`src/rtl/decoder_pkg.sv`:
```
// Shared decoder control-word layout, used by both the packing and unpacking sides.
package decoder_pkg;

  localparam int unsigned AF_W    = 4;
  localparam int unsigned SHIFT_W = 3;
  localparam int unsigned REG_W   = 5;
  localparam int unsigned BF_W    = 4;
  localparam int unsigned PCSEL_W = 2;
  localparam int unsigned GPSEL_W = 2;

  localparam int unsigned CTRL_W = AF_W + 1 + 1 + SHIFT_W + REG_W + 1 + GPSEL_W +
                                   BF_W + PCSEL_W + 1 + 3 * REG_W;

  // Field order is MSB first; the unpacker splits the word in exactly this order.
  typedef struct packed {
    logic [AF_W-1:0]    af;
    logic               i;
    logic               alu_mux_sel;
    logic [SHIFT_W-1:0] shift_type;
    logic [REG_W-1:0]   cad;
    logic               gp_we;
    logic [GPSEL_W-1:0] gp_mux_sel;
    logic [BF_W-1:0]    bf;
    logic [PCSEL_W-1:0] pc_mux_select;
    logic               mem_wren;
    logic [REG_W-1:0]   rd;
    logic [REG_W-1:0]   rs;
    logic [REG_W-1:0]   rt;
  } ctrl_word_t;

  // All-zero: no GPR write, no memory write, sequential next PC.
  localparam logic [CTRL_W-1:0] CTRL_NOP = '0;

endpackage

```
`src/rtl/ctrl_skid_buffer.sv`:
```
// Two-entry skid buffer with valid/ready handshake, flush and occupancy.
// in_ready depends only on registered state and rst, never on out_ready.
module ctrl_skid_buffer #(
  parameter int unsigned     WIDTH          = 8,
  parameter logic [WIDTH-1:0] IDLE_WORD     = '0,
  parameter bit              ZERO_WHEN_IDLE = 1'b1
) (
  input  logic             clk,
  input  logic             rst,
  input  logic             flush,
  input  logic [WIDTH-1:0] in_data,
  input  logic             in_valid,
  output logic             in_ready,
  output logic [WIDTH-1:0] out_data,
  output logic             out_valid,
  input  logic             out_ready,
  output logic [1:0]       occupancy
);

  logic             main_valid_q, main_valid_d;
  logic             skid_valid_q, skid_valid_d;
  logic [WIDTH-1:0] main_data_q, main_data_d;
  logic [WIDTH-1:0] skid_data_q, skid_data_d;
  logic             accept, consume;

  assign in_ready  = ~skid_valid_q & ~rst;
  assign accept    = in_valid & in_ready;
  assign consume   = main_valid_q & out_ready;
  assign out_valid = main_valid_q;
  assign occupancy = {1'b0, main_valid_q} + {1'b0, skid_valid_q};

  // Next-state: refill main from skid first, else from input; overflow lands in skid.
  always_comb begin
    main_valid_d = main_valid_q;
    skid_valid_d = skid_valid_q;
    main_data_d  = main_data_q;
    skid_data_d  = skid_data_q;
    if (flush) begin
      main_valid_d = 1'b0;
      skid_valid_d = 1'b0;
    end else if (!main_valid_q || consume) begin
      if (skid_valid_q) begin
        main_valid_d = 1'b1;
        main_data_d  = skid_data_q;
        skid_valid_d = 1'b0;
      end else begin
        main_valid_d = accept;
        if (accept) main_data_d = in_data;
      end
    end else if (accept) begin
      skid_valid_d = 1'b1;
      skid_data_d  = in_data;
    end
  end

  // Valid bits carry all the state that matters, so only they are reset.
  always_ff @(posedge clk) begin
    if (rst) begin
      main_valid_q <= 1'b0;
      skid_valid_q <= 1'b0;
    end else begin
      main_valid_q <= main_valid_d;
      skid_valid_q <= skid_valid_d;
    end
  end

  // Entry payloads, unreset.
  always_ff @(posedge clk) begin
    main_data_q <= main_data_d;
    skid_data_q <= skid_data_d;
  end

  // Mask stale payload with the idle word while nothing is valid.
  always_comb begin
    out_data = main_data_q;
    if (ZERO_WHEN_IDLE && !main_valid_q) out_data = IDLE_WORD;
  end

endmodule

```
`src/rtl/decoder_concat_stage.sv`:
```
// Packs the decoder control fields into the shared control word and buffers it
// through a skid stage toward the execute side.
module decoder_concat_stage
  import decoder_pkg::*;
#(
  parameter logic [CTRL_W-1:0] NOP_WORD       = CTRL_NOP,
  parameter bit                ZERO_WHEN_IDLE = 1'b1
) (
  input  logic               clk,
  input  logic               rst,
  input  logic [AF_W-1:0]    af,
  input  logic               i,
  input  logic               alu_mux_sel,
  input  logic [SHIFT_W-1:0] shift_type,
  input  logic [REG_W-1:0]   cad,
  input  logic               gp_we,
  input  logic [GPSEL_W-1:0] gp_mux_sel,
  input  logic [BF_W-1:0]    bf,
  input  logic [PCSEL_W-1:0] pc_mux_select,
  input  logic               mem_wren,
  input  logic [REG_W-1:0]   rd,
  input  logic [REG_W-1:0]   rs,
  input  logic [REG_W-1:0]   rt,
  input  logic               in_valid,
  output logic               in_ready,
  input  logic               flush,
  output logic [CTRL_W-1:0]  packed_out,
  output logic               out_valid,
  input  logic               out_ready,
  output logic [1:0]         occupancy
);

  ctrl_word_t word;

  // Field-to-struct packing; bit positions come from the shared struct layout.
  always_comb begin
    word               = '0;
    word.af            = af;
    word.i             = i;
    word.alu_mux_sel   = alu_mux_sel;
    word.shift_type    = shift_type;
    word.cad           = cad;
    word.gp_we         = gp_we;
    word.gp_mux_sel    = gp_mux_sel;
    word.bf            = bf;
    word.pc_mux_select = pc_mux_select;
    word.mem_wren      = mem_wren;
    word.rd            = rd;
    word.rs            = rs;
    word.rt            = rt;
  end

  ctrl_skid_buffer #(
    .WIDTH          (CTRL_W),
    .IDLE_WORD      (NOP_WORD),
    .ZERO_WHEN_IDLE (ZERO_WHEN_IDLE)
  ) u_skid (
    .clk       (clk),
    .rst       (rst),
    .flush     (flush),
    .in_data   (word),
    .in_valid  (in_valid),
    .in_ready  (in_ready),
    .out_data  (packed_out),
    .out_valid (out_valid),
    .out_ready (out_ready),
    .occupancy (occupancy)
  );

endmodule

```
`config.mk`:
```
export PLATFORM = sky130hd
export DESIGN_NAME = decoder_concat_stage
export DESIGN_NICKNAME = d
export VERILOG_FILES = /design/src/rtl/decoder_pkg.sv /design/src/rtl/ctrl_skid_buffer.sv /design/src/rtl/decoder_concat_stage.sv
export SDC_FILE = /design/constraint.sdc
export NUM_CORES = 1
export LEC_CHECK = 0
export ABC_CLOCK_PERIOD_IN_PS = 12200
export CAP_MARGIN = 40
export CORE_UTILIZATION = 40
export DETAILED_ROUTE_END_ITERATION = 10
export GPL_TIMING_DRIVEN = 0
export PLACE_DENSITY_LB_ADDON = 0.12
export SLEW_MARGIN = 20
export SYNTH_ARGS = -nofsm -noshare
export SYNTH_HDL_FRONTEND = slang
export SYNTH_SLANG_ARGS = --single-unit
```
`constraint.sdc`:
```
create_clock -name clk -period 12.2 [get_ports clk]
set_input_delay 2.44 -clock clk [delete_from_list [all_inputs] [get_ports clk]]
set_output_delay 2.44 -clock clk [all_outputs]
set_load 0.01 [all_outputs]
```
# Yosys cells after proc, flatten, opt, wreduce, memory -nomap -nowiden
# Cells that the tools add are included.
[word_totals]
out_inout_bits = 43
wordCells = 23
mem_count = 0
register_bits = 80
rom_bits = 0
mem_bits_rw = 0
latchBits = 0
[op_classes]
reduce_logical = 7
div_mod_pow = 0
magnitude_cmp = 0
muxes = 4
bitwise_logic = 7
add_sub_neg = 1
shifts = 0
n_mul = 0
n_eq_ne = 0
[ops]
columns = ["operator", "count"]
rows = [
  ["two-way mux 39 bit", 3],
  ["AND reduction 3 bit", 2],
  ["NOT 1 bit", 4],
  ["bitwise AND 1 bit", 3],
  ["OR reduction 3 bit", 1],
  ["adder 1 x 1 -> 2 bit", 1],
  ["nonzero test 2 bit", 1],
  ["OR reduction 2 bit", 1],
  ["logical NOT 1 bit", 1],
  ["logical OR 1 bit", 1],
  ["two-way mux 1 bit", 1],
]

# Logic depth before layout (Yosys ltp)
[logic_depth]
word_depth = 5
depth_mapped = 4
mapped_depth_nobuf = 2

# Least setup slack after synthesis
# OpenSTA, ideal clock, no wires.
[synth_path]
kind = "input -> register"
startpoint = "input out_ready"
endpoint = "register u_skid.skid_data_q[0], enable pin"
setup_time_ps = 537
required_time_ps = 11663
path_slack_ps = 5254
cell_stages = 2
arrival_time_ps = 6410
cell_sequence = "nand2b_1 -> nor4_1"
[synth_via]
elab_chain_len = 4
[synth_lines]
columns = ["element", "line_no", "source"]
rows = [
  ["start, declared", "decoder_concat_stage.sv:29", "input logic out_ready,"],
  ["bitwise AND 1 bit", "ctrl_skid_buffer.sv:28", "assign consume = main_valid_q & out_ready;"],
  ["logical OR 1 bit", "ctrl_skid_buffer.sv:41", "end else if (!main_valid_q || consume) begin"],
  ["NOT 1 bit (no line)", "--", ""],
  ["AND reduction 3 bit (no line)", "--", ""],
  ["end signal, assigned", "ctrl_skid_buffer.sv:70", "skid_data_q <= skid_data_d;"],
  ["end, declared", "ctrl_skid_buffer.sv:23", "logic [WIDTH-1:0] skid_data_q, skid_data_d;"],
]
# No other way between the ends.
# A chain may end at the register's enable or synchronous reset.

# Final worst setup path
[layout_path]
startpoint = "input rst"
endpoint = "output in_ready"
[layout_via]
elab_chain_len = 2
[layout_lines]
columns = ["element", "line_no", "source"]
rows = [
  ["start, declared", "decoder_concat_stage.sv:10", "input logic rst,"],
  ["NOT 1 bit", "ctrl_skid_buffer.sv:26", "assign in_ready = ~skid_valid_q & ~rst;"],
  ["bitwise AND 1 bit", "ctrl_skid_buffer.sv:26", ""],
  ["end, declared", "decoder_concat_stage.sv:25", "output logic in_ready,"],
]
# No other way between the ends.

==> impl_metrics.sql <==
INSERT INTO impl_metrics (metric_group, metric, value, unit) VALUES
('global_route', 'global_route_wire_length_before_repair', '8.94', 'mm'),
('detailed_routing', 'wirelength', '5.72', 'mm'),
('placement', 'io_buffers', '86', ''),
('global_route', 'grt_start_max_net_pins', '22', ''),
('detailed_routing', 'via_count', '1803', ''),
('sta', 'timing_worst_slew_pin_value', '0.542', 'ns'),
('finish', 'layout.filler_cells', '665', ''),
('global_route', 'track_usage', '13.8', '%'),
('global_route', 'antenna_found_initial', '0', ''),
('worst_setup_path', 'crit_path_max_fanout', '5', ''),
('yosys', 'syn_nets', '223', ''),
('sta', 'count_of_endpoints_failing_hold_in_the_final_timing_report', '0', ''),
('worst_setup_path', 'critical_path_arrival', '3.62', 'ns'),
('clocking', 'cts_hold_buffers', '0', ''),
('sta', 'timing.final.setup_violations', '0', ''),
('detailed_routing', 'route.detailed.drc', '0', ''),
('clocking', 'cts_tree', 'done', ''),
('sta', 'fin_skew', '0.00806', 'ns'),
('placement', 'gpl.final_weighted_congestion', '0.699', ''),
('finish', 'post_route_cells_drive_above_1_share', '25.1', '%'),
('sta', 'timing.max_slew.rel_slack', '63.8', '%'),
('worst_setup_path', 'slowest_stage', 'sky130_fd_sc_hd__clkdlybuf4s50_1', ''),
('floorplan', 'cell_rows', '33', ''),
('power', 'p_leak', '0.00164', 'uW'),
('clocking', 'clk_pin_slew_worst_paths', '0.08', 'ns'),
('worst_setup_path', 'reg2reg_setup_slack', '10.09', 'ns'),
('clocking', 'clock_tree.buffer_depth', '2', ''),
('sta', 'slew_viol_final', '0', ''),
('sta', 'tcrit_tclk_final', '49.7', '%'),
('detailed_routing', 'drt_iter0_drc', '64', ''),
('power', 'peakVddDrop', '0.0748', 'mV'),
('floorplan', 'start_util', '41.4', '%'),
('sta', 'timing.setup.tns', '0', 'ns'),
('clocking', 'numCtsBuffers', '9', ''),
('yosys', 'yosys_warnings', '0', ''),
('detailed_routing', 'average_vias_per_placed_instance', '4.60', ''),
('worst_setup_path', 'crit_type', 'input pin to output pin', ''),
('global_route', 'number_of_global_route_vias_before_repair', '1727', ''),
('worst_setup_path', 'cp-startpoint', 'rst', ''),
('yosys', 'syn_avg_cell_area', '19.1', 'um^2'),
('yosys', 'synth_top_cell_area_share', '68.9', '%'),
('worst_setup_path', 'end_kind', 'output pin', ''),
('sta', 'finalWorstPathRequiredPeriod', '6.06', 'ns'),
('worst_setup_path', 'crit_path_start_kind', 'input pin', ''),
('finish', 'final_util', '56.5', '%'),
('yosys', 'total_standard_cell_area_after_synthesis', '3400', 'um^2'),
('yosys', 'synth.distinct_cells', '19', ''),
('worst_setup_path', 'required', '9.76', 'ns'),
('worst_setup_path', 'path_common_cell', 'sky130_fd_sc_hd__clkdlybuf4s50_1', ''),
('detailed_routing', 'dr.pass1.iters', '4', ''),
('clocking', 'worstSkewPairLatency', '0.34', 'ns'),
('finish', 'final_net_count', '327', ''),
('placement', 'dp.final_hpwl', '4.07', 'mm'),
('worst_setup_path', 'worstReg2RegEnd', 'u_skid.skid_data_q[24]', ''),
('detailed_routing', 'route.antenna.remaining_nets', '0', ''),
('finish', 'antenna-diode-count', '0', ''),
('clocking', 'clock_sink_count', '80', ''),
('clocking', 'cts-htree-levels', '3', ''),
('floorplan', 'core-area', '8220', 'um^2'),
('power', 'power_density', '116', 'nW/um^2'),
('worst_setup_path', 'crit_path_max_incr_delay', '0.54', 'ns'),
('sta', 'achievable-frequency', '165', 'MHz'),
('finish', 'area.growth.synth_to_final', '36.7', '%'),
('floorplan', 'die_w', '94.2', 'um'),
('worst_setup_path', 'crit_chain', 'clkdlybuf4s50_1 > nor2_1 > clkdlybuf4s50_1', ''),
('run_status', 'run_status', 'finished clean', ''),
('floorplan', 'dieArea', '8870', 'um^2'),
('yosys', 'ys_top_cells_by_area', 'sky130_fd_sc_hd__edfxtp_1 69%, sky130_fd_sc_hd__mux2_4 16%, sky130_fd_sc_hd__and2_1 7.2%, sky130_fd_sc_hd__buf_12 2.4%, sky130_fd_sc_hd__dfxtp_1 1.2%', ''),
('finish', 'combined_area_of_the_multi_input_logic_cells', '910', 'um^2'),
('yosys', 'synth_largest_area_cell', 'sky130_fd_sc_hd__edfxtp_1', ''),
('yosys', 'syn-instance-count', '178', '');
==> cell usage in the layout (no fill, tap or decap), types with 2 or more instances in the layout <==
cell type / synthesis / final
sky130_fd_sc_hd__clkbuf_1: 2 / 3
sky130_fd_sc_hd__dfxtp_1: 2 / 2
sky130_fd_sc_hd__and2_1: 39 / 39
sky130_fd_sc_hd__clkinv_2: 0 / 3
sky130_fd_sc_hd__edfxtp_1: 78 / 78
sky130_fd_sc_hd__clkbuf_8: 0 / 9
sky130_fd_sc_hd__buf_12: 4 / 4
sky130_fd_sc_hd__nand2b_1: 2 / 2
sky130_fd_sc_hd__clkdlybuf4s50_1: 0 / 86
sky130_fd_sc_hd__clkinvlp_4: 0 / 2
sky130_fd_sc_hd__buf_2: 1 / 6
sky130_fd_sc_hd__mux2_4: 37 / 37
sky130_fd_sc_hd__mux2_2: 2 / 2
==> routing by layer <==
metal	up-vias	global-route usage, %	wire length [um]
met3	7	5.66	361
li1	866	-	-
met2	55	21.8	2790
met4	0	4.23	59
met5	-	0	0
met1	875	17.2	2510
==> report_power, final <==
part           leakage [uW]  internal [uW]  switching [uW]
clock             0.0000920           93.5            92.3
combinational      0.000820           30.6            15.0
sequential         0.000725            307            1.07
total               0.00164            431             108
==> worst max-delay path: cells and delay by family <==
kind                   cells  cell delay [ns]
buffers and inverters      2             1.05
and+or+nand+nor            1             0.13
==> metrics by stage <==
step	cells	worst slack, ns	hold slack, ns	total power [uW]	instance area (um^2)
after floorplan	178	5.25	0.523	333	3400
final	392	6.14	0.547	539	4640
after global routing	392	6.10	0.564	561	4640
after global placement	369	2.85	0.529	359	4390
after detailed placement	376	6.14	0.536	360	4460
after CTS	392	6.14	0.551	545	4640
==> flip-flops by register name, indices dropped and copies added, names as in the netlist <==
name	cells
u_skid.main_data_q	39
u_skid.out_valid	1
u_skid.skid_data_q	39
u_skid.skid_valid_q	1
==> cell usage after synthesis (all sizes together) <==
library cell and instances:
nor4 2, dfxtp 2, ha 1, inv 1, edfxtp 78, nand2b 2
and2 39, o211a 1, mux2 39, buf 6, a211oi 1, nor2b 1
clkbuf 3, nor2 2
==> kinds of logic after synthesis <==
group,Yosys count,synth area share (%)
adders and majority gates,1,0.368
AOI/OAI and AO/OA,2,0.663
DFF,80,70.1
buffers and inverters,10,3.31
muxes,39,17.0
and+or+nand+nor,46,8.54
==> final cells by class <==
| type | count | area share, % |
|---|---|---|
| Sequential cell | 80 | 51.3 |
| Timing Repair Buffer | 93 | 19.8 |
| Multi-Input combinational cell | 88 | 19.6 |
| Tap cell | 105 | 2.83 |
| Clock buffer | 10 | 2.75 |
| Buffer | 9 | 2.34 |
| Clock inverter | 6 | 1.29 |
| Inverter | 1 | 0.0808 |
==> worst min path at each step <==
stage,start,end,cells after the start
final,u_skid.skid_data_q[26],u_skid.main_data_q[26],1
after global routing,u_skid.skid_data_q[35],u_skid.main_data_q[35],1
after detailed placement,u_skid.skid_data_q[7],u_skid.main_data_q[7],1
after global placement,u_skid.skid_data_q[12],u_skid.main_data_q[12],1
after CTS,u_skid.skid_data_q[11],u_skid.main_data_q[11],1
after floorplan,u_skid.skid_data_q[0],u_skid.main_data_q[0],1
(Power assumes the default switching activity.)
